[src/rtl/wdt_pkg.sv]
// -----------------------------------------------------------------------------
// wdt_pkg
// Shared definitions for the watchdog kick generator and any logic that
// monitors it (for example, decoding o_state).
//   wdt_state_e : FSM state encoding (IDLE=0, START=1, RUN=2, HOLD=3)
//   MISS_MAX    : saturation value of the consecutive-miss counter
// -----------------------------------------------------------------------------
package wdt_pkg;

   typedef enum logic [1:0] {
      ST_IDLE  = 2'd0,
      ST_START = 2'd1,
      ST_RUN   = 2'd2,
      ST_HOLD  = 2'd3
   } wdt_state_e;

   localparam logic [7:0] MISS_MAX = 8'hFF;

endpackage

[src/rtl/wdt_tick_prescaler.sv]
// -----------------------------------------------------------------------------
// wdt_tick_prescaler
// Divides clk by CLK_DIV. Produces a one-cycle internal tick at the last
// prescaler count, and a registered counter clock with exactly one rising
// edge per tick.
//   clk     : system clock
//   rst_n   : asynchronous active-low reset
//   run     : count enable; when low the prescaler and cnt_clk are held at 0
//   tick    : high for the cycle where the prescaler equals CLK_DIV-1
//   cnt_clk : registered counter clock, high for the upper half of the count
// -----------------------------------------------------------------------------
module wdt_tick_prescaler #(
   parameter int CLK_DIV = 16
) (
   input  logic clk,
   input  logic rst_n,
   input  logic run,
   output logic tick,
   output logic cnt_clk
);

   localparam int             PW     = $clog2(CLK_DIV);
   localparam logic [PW-1:0]  P_MAX  = PW'(CLK_DIV - 1);
   localparam logic [PW-1:0]  P_HALF = PW'(CLK_DIV / 2);

   logic [PW-1:0] p_q, p_d;
   logic          cnt_clk_q, cnt_clk_d;

   always_comb begin
      p_d       = '0;
      cnt_clk_d = 1'b0;
      if (run) begin
         p_d       = (p_q == P_MAX) ? '0 : p_q + PW'(1);
         cnt_clk_d = (p_q >= P_HALF);
      end
   end

   always_ff @(posedge clk or negedge rst_n) begin
      if (!rst_n) begin
         p_q       <= '0;
         cnt_clk_q <= 1'b0;
      end else begin
         p_q       <= p_d;
         cnt_clk_q <= cnt_clk_d;
      end
   end

   // Gated with run so that no tick is seen on the cycle the generator is
   // being disabled.
   assign tick    = run && (p_q == P_MAX);
   assign cnt_clk = cnt_clk_q;

endmodule

[src/rtl/wdt_kick_gen.sv]
// -----------------------------------------------------------------------------
// wdt_kick_gen
// Feeds the board watchdog counter: a counter clock (one rising edge per tick)
// and a periodic clear pulse issued only while the monitored function is
// healthy. On a watchdog timeout it backs off for HOLDOFF ticks and restarts.
//   i_clk         : system clock
//   i_rst_n       : asynchronous active-low reset
//   i_en          : generator enable (level); low forces IDLE
//   i_healthy     : health flag, sampled at kick slots
//   i_wdt_timeout : watchdog timeout flag (level), honoured in RUN
//   o_cnt_clk     : watchdog counter clock, registered
//   o_kick        : watchdog clear pulse, registered, KICK_WIDTH cycles wide
//   o_state       : current FSM state (wdt_pkg encoding)
//   o_miss_cnt    : consecutive unhealthy kick slots, saturating at MISS_MAX
// -----------------------------------------------------------------------------
module wdt_kick_gen
   import wdt_pkg::*;
#(
   parameter int CLK_DIV     = 16,
   parameter int KICK_PERIOD = 3,
   parameter int KICK_WIDTH  = 2,
   parameter int START_DLY   = 2,
   parameter int HOLDOFF     = 5,
   parameter int CNT_W       = 10
) (
   input  logic       i_clk,
   input  logic       i_rst_n,
   input  logic       i_en,
   input  logic       i_healthy,
   input  logic       i_wdt_timeout,
   output logic       o_cnt_clk,
   output logic       o_kick,
   output logic [1:0] o_state,
   output logic [7:0] o_miss_cnt
);

   localparam int               KW_W       = $clog2(KICK_WIDTH + 1);
   localparam logic [KW_W-1:0]  KW_INIT    = KW_W'(KICK_WIDTH - 1);
   localparam logic [CNT_W-1:0] START_LAST = CNT_W'(START_DLY - 1);
   localparam logic [CNT_W-1:0] KICK_LAST  = CNT_W'(KICK_PERIOD - 1);
   localparam logic [CNT_W-1:0] HOLD_LAST  = CNT_W'(HOLDOFF - 1);

   wdt_state_e       state_q, state_d;
   // START, RUN and HOLD each use their own tick count but never at the same
   // time, so one counter cleared on every state change serves all three.
   logic [CNT_W-1:0] cnt_q, cnt_d;
   logic [KW_W-1:0]  kw_q, kw_d;
   logic             kick_q, kick_d;
   logic [7:0]       miss_q, miss_d;
   logic             slot;
   logic             tick;
   logic             presc_run;

   // Prescaler stops in IDLE and on the cycle i_en drops, so o_cnt_clk is
   // already 0 on the first IDLE cycle and p is 0 on the first START cycle.
   assign presc_run = i_en && (state_q != ST_IDLE);

   wdt_tick_prescaler #(
      .CLK_DIV (CLK_DIV)
   ) u_presc (
      .clk     (i_clk),
      .rst_n   (i_rst_n),
      .run     (presc_run),
      .tick    (tick),
      .cnt_clk (o_cnt_clk)
   );

   // Next state, tick counter and kick-slot detection.
   always_comb begin
      state_d = state_q;
      cnt_d   = cnt_q;
      slot    = 1'b0;
      if (!i_en) begin
         state_d = ST_IDLE;
         cnt_d   = '0;
      end else begin
         case (state_q)
            ST_IDLE: begin
               state_d = ST_START;
               cnt_d   = '0;
            end
            ST_START: begin
               if (tick) begin
                  if (cnt_q == START_LAST) begin
                     slot    = 1'b1;
                     state_d = ST_RUN;
                     cnt_d   = '0;
                  end else begin
                     cnt_d = cnt_q + CNT_W'(1);
                  end
               end
            end
            ST_RUN: begin
               // Timeout beats a coincident slot: no pulse, miss count untouched.
               if (i_wdt_timeout) begin
                  state_d = ST_HOLD;
                  cnt_d   = '0;
               end else if (tick) begin
                  if (cnt_q == KICK_LAST) begin
                     slot  = 1'b1;
                     cnt_d = '0;
                  end else begin
                     cnt_d = cnt_q + CNT_W'(1);
                  end
               end
            end
            ST_HOLD: begin
               if (tick) begin
                  if (cnt_q == HOLD_LAST) begin
                     state_d = ST_START;
                     cnt_d   = '0;
                  end else begin
                     cnt_d = cnt_q + CNT_W'(1);
                  end
               end
            end
            default: begin
               state_d = ST_IDLE;
               cnt_d   = '0;
            end
         endcase
      end
   end

   // Kick pulse width and miss counter.
   always_comb begin
      kick_d = 1'b0;
      kw_d   = kw_q;
      miss_d = miss_q;
      if (slot) begin
         if (i_healthy) begin
            kick_d = 1'b1;
            kw_d   = KW_INIT;
            miss_d = '0;
         end else if (miss_q != MISS_MAX) begin
            miss_d = miss_q + 8'd1;
         end
      end else if (kick_q && (kw_q != '0)) begin
         kick_d = 1'b1;
         kw_d   = kw_q - KW_W'(1);
      end
      // Any exit from RUN cuts an in-flight pulse on the same edge.
      if (state_d != ST_RUN) begin
         kick_d = 1'b0;
      end
   end

   always_ff @(posedge i_clk or negedge i_rst_n) begin
      if (!i_rst_n) begin
         state_q <= ST_IDLE;
         cnt_q   <= '0;
         kw_q    <= '0;
         kick_q  <= 1'b0;
         miss_q  <= '0;
      end else begin
         state_q <= state_d;
         cnt_q   <= cnt_d;
         kw_q    <= kw_d;
         kick_q  <= kick_d;
         miss_q  <= miss_d;
      end
   end

   assign o_kick     = kick_q;
   assign o_state    = state_q;
   assign o_miss_cnt = miss_q;

endmodule

[config.mk]
export PLATFORM = sky130hd
export DESIGN_NAME = wdt_kick_gen
export DESIGN_NICKNAME = d
export VERILOG_FILES = /design/src/rtl/wdt_pkg.sv /design/src/rtl/wdt_tick_prescaler.sv /design/src/rtl/wdt_kick_gen.sv
export SDC_FILE = /design/constraint.sdc
export NUM_CORES = 1
export LEC_CHECK = 0
export CORE_MARGIN = 2
export CORE_UTILIZATION = 40
export DETAILED_ROUTE_END_ITERATION = 12
export PLACE_DENSITY = 0.69
export SETUP_SLACK_MARGIN = 0.05
export SLEW_MARGIN = 25
export SYNTH_ARGS = -nofsm -noshare
export SYNTH_HDL_FRONTEND = slang
export SYNTH_HIERARCHICAL = 1
export SYNTH_SLANG_ARGS = --single-unit
export TNS_END_PERCENT = 50
[constraint.sdc]
create_clock -name i_clk -period 4.3 [get_ports i_clk]
set_input_delay 0.43 -clock i_clk [delete_from_list [all_inputs] [get_ports i_clk]]
set_output_delay 0.43 -clock i_clk [all_outputs]
set_load 0.005 [all_outputs]
# ---- Word-level counts from Yosys, hierarchy flattened
# Index checks and enable logic that the tools add are counted.
dict set report classes {
  n_reduce_logical 11
  eq_ne 13
  n_addsub 4
  order_cmp 1
  n_mux 35
}
# op count
set op_table {}
lappend op_table {{$mux 10} 8}
lappend op_table {{$pmux 10 s4} 1}
lappend op_table {{$mux 2} 9}
lappend op_table {{$mux 8} 2}
lappend op_table {{$mux 1} 11}
lappend op_table {{$add 10x1->10 const B} 1}
lappend op_table {{$eq 10x1->1 const B} 1}
lappend op_table {{$eq 10x2->1 const B} 1}
lappend op_table {{$eq 10x3->1 const B} 1}
lappend op_table {{$add 8x1->8 const B} 1}
lappend op_table {{$mux 4} 2}
lappend op_table {{$ne 8x8->1 const B} 1}
lappend op_table {{$pmux 2 s4} 1}
lappend op_table {{$reduce_bool 2->1} 4}
lappend op_table {{$ne 3x3->1 const B} 2}
lappend op_table {{$add 4x1->4 const B} 1}
lappend op_table {{$eq 2x2->1 const B} 2}
lappend op_table {{$eq 4x4->1 const B} 1}
lappend op_table {{$ge 4x4->1 const B} 1}
lappend op_table {{$ne 2x2->1 const B} 2}
lappend op_table {{$ne 4x4->1 const B} 1}
lappend op_table {{$reduce_and 2->1} 2}
lappend op_table {{$logic_and 1x1->1} 3}
lappend op_table {{$reduce_and 3->1} 1}
lappend op_table {{4 further kinds} 4}
dict set report totals {
  input_bits 5
  elab_cells 71
  reg_bits 28
}

# ---- Depth between registers and ports, before layout
dict set report logic_depth {
  word_depth 9
  ltp_mapped 11
  mapped_depth_nobuf 11
}

# ---- Cells and area by module
# Netlist, hierarchy kept.
# module cells_per_inst instances area_each_um2
set by_module_without_submodules {}
lappend by_module_without_submodules {wdt_kick_gen 166 1 1554.0}
lappend by_module_without_submodules {wdt_tick_prescaler 17 1 211.5}

# ---- Worst setup path before layout
# Ideal clock, no wire load.
dict set report synth_path {
  path_type {register -> register}
  from {reg state_q[0], in the netlist o_state[0]}
  to {reg miss_q[0], in the netlist o_miss_cnt[0]}
  slack_ns 1.803
  t_arrival_ns 2.372
  stages_incl_launch_ff 11
  required_ns 4.175
  path_cell_list {dfrtp_1 -> inv_1 -> ha_1 -> nand2b_1 -> inv_1 -> and2_4 -> and3_1 -> nand4b_1 -> a2111oi_4 -> nand2_1 -> mux2_2}
}
dict set report synth_via {
  elab_chain_len 8
  word_cells_on_any_way 11
  cone_classes {eq/ne (2); mux (5); reduce/logical (4)}
}
# element line_no
set synth_rtl {}
lappend synth_rtl {{start, declared} wdt_kick_gen.sv:43} ;# wdt_state_e state_q, state_d;
lappend synth_rtl {{start signal, assigned} wdt_kick_gen.sv:156} ;# state_q <= state_d;
lappend synth_rtl {{$reduce_bool 2->1 *} wdt_kick_gen.sv:56} ;# assign presc_run = i_en && (state_q != ST_IDLE);
lappend synth_rtl {{$logic_and 1x1->1 *} wdt_kick_gen.sv:56}
lappend synth_rtl {{via presc_run} wdt_kick_gen.sv:52} ;# logic presc_run;
lappend synth_rtl {{$logic_and 1x1->1 *} wdt_tick_prescaler.sv:50} ;# assign tick = run && (p_q == P_MAX);
lappend synth_rtl {{via tick} wdt_kick_gen.sv:51} ;# logic tick;
lappend synth_rtl {{$mux 1} wdt_kick_gen.sv:98} ;# end else if (tick) begin
lappend synth_rtl {{$mux 1} wdt_kick_gen.sv:95} ;# if (i_wdt_timeout) begin
lappend synth_rtl {{$pmux 1 s2 *} wdt_kick_gen.sv:77} ;# case (state_q)
lappend synth_rtl {{$mux 1 *} wdt_kick_gen.sv:73} ;# if (!i_en) begin
lappend synth_rtl {{$reduce_and 2->1 (no source line) *} -}
lappend synth_rtl {{end signal, assigned} wdt_kick_gen.sv:160} ;# miss_q <= miss_d;
lappend synth_rtl {{end, declared} wdt_kick_gen.sv:49} ;# logic [7:0] miss_q, miss_d;
# Mark *: on every way through the listed nets, which the timed path passes. The rest lies on a longest branch.
# A chain may end at the register's enable or synchronous reset.

# ---- Worst setup path after layout
dict set report layout_path {
  from {reg state_q[1], in the netlist o_state[1]}
  to {reg kw_q[0]}
}
dict set report layout_via {
  elab_chain_len 9
  word_cells_on_any_way 14
  cone_classes {eq/ne (3); mux (6); reduce/logical (5)}
}
# element line_no
set layout_rtl {}
lappend layout_rtl {{$reduce_bool 2->1 *} wdt_kick_gen.sv:56}
lappend layout_rtl {{$logic_and 1x1->1 *} wdt_kick_gen.sv:56}
lappend layout_rtl {{via presc_run} wdt_kick_gen.sv:52}
lappend layout_rtl {{$logic_and 1x1->1 *} wdt_tick_prescaler.sv:50}
lappend layout_rtl {{via tick} wdt_kick_gen.sv:51}
lappend layout_rtl {{$mux 1} wdt_kick_gen.sv:98}
lappend layout_rtl {{$mux 1} wdt_kick_gen.sv:95}
lappend layout_rtl {{$pmux 1 s2 *} wdt_kick_gen.sv:77}
lappend layout_rtl {{$mux 1 *} wdt_kick_gen.sv:73}
lappend layout_rtl {{$ne 2x2->1 (no source line) / $reduce_bool 2->1 (equally long branches)} -}
lappend layout_rtl {{$reduce_and 2->1 (no source line)} -}
lappend layout_rtl {{end signal, assigned} wdt_kick_gen.sv:158} ;# kw_q <= kw_d;
lappend layout_rtl {{end, declared} wdt_kick_gen.sv:47} ;# logic [KW_W-1:0] kw_q, kw_d;
# Marks and branches as above.

==> run summary <==
status - finished, final reports clean
mux contribution to synthesized area - 1.772%
DRC errors left - 0
wire per inst - 13.39 um
Synth Area in Simple Gates - 24.17%
Diodes inserted - 0
H-tree depth - 1
Max Clock Freq - 344.8 MHz
synthesis-to-finish area growth - 14.46%
post-CTS sizing - 0
# IOs - 17
row count - 24
Final Non-Filler Cells - 251
power density over the cells - 220.4 nW/um^2
post-synthesis adder-cell area fraction - 7.796%
Via Count - 1385
top cell type's share of synthesized area - 39.69%
number of synthesized flops with an enable pin - 0
Post-synth top flop - dfrtp_1
largest net degree at the start of global routing - 20
CP arrival - 3050 ps
first drt pass iteration count - 4
Switch Pwr - 0.1028 mW
Compound-Gate Fraction of Synth Area - 22.47%
dpl cells - 248
Seq/Total Area, Yosys - 39.69%
Hold Path Class - in -> async
Critical Path RT - 4450 ps
DIE HEIGHT - 70.44 um
Max-Cap Viols - 0
Synth Cell Area - 1765 um^2
hold-fix buffer count after cts - 0
initial antenna violation count - 0
vias in the first global route - 1237
Setup Slack @ Placement - 1127 ps
post-synthesis xor/xnor area fraction - 0.4961%
Final TNS setup - 0 ps
die area - 4961 um^2
TritonCTS clock tree - built
Clock Sinks - 28
CP most frequent cell - inv_1
worst skew pair latency - 270 ps
Unique masters post-synth - 56
Tot GR Track Use - 14.00%
Final setup viols - 0
r2r worst-path depth - 11
core area - 4294 um^2
internal power - 0.3425 mW
Final ANT Viol Nets - 0
# nets final - 217
slowest cell on the critical path - a2111oi_4
CP Cell Sequence - inv_1 > ha_1 > nand2b_1 > inv_1 > and2_4 > and3_1 > nand4b_1 > a2111oi_4 > nor3b_1 > a21oi_1 > mux2i_1
Num CTS Buffers - 3
CP Class - reg -> reg
Vias/cell - 5.518
largest family of logic cells by synthesized area - simple AND/OR/NAND/NOR gates
First DRT Iteration DRCs - 84
sequential share of power - 60.1%
slew of the pin with the lowest slew margin - 580.4 ps
peak supply drop - 0.1047 mV
Reg clk slew, reported paths - 90 ps
syn_area_per_cell - 9.647 um^2
Synth area leader - dfrtp_1
fraction of registers with async set/reset - 100.0%
slowest stage delay, CP - 610 ps
Slew HR - 61.31%
synthesized flop and latch total - 28
GPL Wtd Cong - 0.7631
hpwl dp - 2503 um
layout cells sized above 1 - 9.045%
Routed WL - 3361 um
CP Capture Type - flop
fin crit period - 2901 ps
Critical Path Source - o_state[1]$_DFF_PN0_
Combinational Power Share - 7.9%
Area contributors post-synth - dfrtp_1 (40%), ha_1 (7.8%), nand2_1 (4.3%), o21ai_0 (3.1%), a21oi_1 (2.8%)
global route overflow - 0
Slew Viols, Final - 0
CP Max Fanout - 9
clock power share - 32.0%
Post-CTS Setup Bufs - 0
final hold viol count - 0
final setup margin - 1399 ps
Clock Path Buffers - 2
Root Buffer - clkbuf_8
Initial Util - 41.11%
Leak Pwr - 0.9021 nW
RSZ-0062 raised after global routing - no
worst flop-to-flop path startpoint - o_state[1]$_DFF_PN0_
Die Wd - 70.44 um
first-pass GRT wire length - 5747 um
cells after synthesis - 183
I/O Buffers - 16
Post-Syn Nets - 199
Final Skew - 2.859 ps
crit share post-route - 67.46%
Sw Ratio - 23.09%
Yosys Warn Count - 6
Startpoint Class - flop
==> logic make-up (layout without fill, tap and decap cells) <==
| group | count (synthesis) | count (layout) |
|---|---|---|
| xor gates and xnor gates | 1 | 1 |
| muxes | 3 | 3 |
| adders and majority gates | 11 | 11 |
| buffers and inverters | 16 | 32 |
| DFF | 28 | 28 |
| and+or+nand+nor | 71 | 71 |
| AOI/OAI and AO/OA | 53 | 53 |
==> Yosys cell counts (3+ instances only) <==
cell type,count
nand3_1,4
nor2_1,7
inv_1,12
o31ai_1,3
and3_1,4
nand2_1,20
clkbuf_1,3
nor2b_1,6
ha_1,11
dfrtp_1,28
and2_1,4
nand2b_1,3
o21ai_0,11
a22o_1,3
nand3b_1,3
a21oi_1,10
==> cell type report <==
type | count | area, um^2
well taps | 52 | 65.06
flip-flops and latches | 28 | 700.7
repair buffers | 17 | 167.7
multi-input cells | 139 | 1001
clock buffers | 3 | 41.29
inverters | 12 | 45.04
fillers | 427 | 2273
==> per-layer routing <==
layer	track usage, %	wire, um	vias to the layer above
li1	-	-	704
met3	2.309	95	4
met5	0	0	-
met2	22.22	1497	20
met1	19.96	1739	657
met4	3.205	29	0
==> power by group through the flow <==
stage | Clock (mW) | Sequential [mW] | Combinational [mW]
global placement | 0 | 0.273 | 0.0359
global route | 0.160 | 0.268 | 0.0402
CTS | 0.151 | 0.268 | 0.0360
finish | 0.143 | 0.268 | 0.0352
detailed placement | 0 | 0.273 | 0.0358
floorplan | 0 | 0.272 | 0.0194
==> per-stage QoR <==
step	hold slack, ps	utilization [%]	total power [mW]	area, um^2
2_1_floorplan	134.4	-	0.2918	1765
3_3_place_gp	492.0	46.10	0.3087	1979
3_5_place_dp	489.6	46.10	0.3086	1979
4_1_cts	497.4	47.06	0.4548	2021
5_1_grt	513.9	47.06	0.4686	2021
6_report	484.1	47.06	0.4453	2021
==> flip-flops by register name, indices dropped and copies added, names as in the netlist <==
name	flops
u_presc/p_q	4
o_state	2
cnt_q	10
o_kick	1
u_presc/cnt_clk	1
kw_q	2
o_miss_cnt	8
==> critical path, delay by kind of cell, from the launching register on <==
family	cells	cell delay (ps)
and+or+nand+nor	5	910
AOI/OAI and AO/OA	2	860
DFF	1	460
buffers and inverters	2	240
adders and majority gates	1	190
muxes	1	110
==> cells in the final DEF, fill, tap and decap left out, drive strengths merged, types with 3 or more instances in the layout <==
master	synthesis	routed
nand3	4	4
a21oi	10	10
and3	6	6
clkbuf	3	3
and2	6	6
o31ai	3	3
nor2b	6	6
inv	12	12
nand3b	3	3
nand2	20	20
a22o	4	4
clkdlybuf4s50	0	16
dfrtp	28	28
nor2	8	8
ha	11	11
nand2b	3	3
o21ai	12	12
==> final timing paths <==
| check | to | slack (ps) |
|---|---|---|
| worst max-delay path | kw_q[0]$_DFFE_PN0P_ | 1400 |
| min in group i_clk | kw_q[1]$_DFFE_PN0P_ | 510 |
| worst min register to register | kw_q[1]$_DFFE_PN0P_ | 510 |
| worst min-delay path | cnt_q[5]$_DFFE_PN0P_ | 480 |
| max in group asynchronous | kw_q[1]$_DFFE_PN0P_ | 3190 |
| worst max register to register | kw_q[0]$_DFFE_PN0P_ | 1400 |
(Power assumes the default switching activity.)
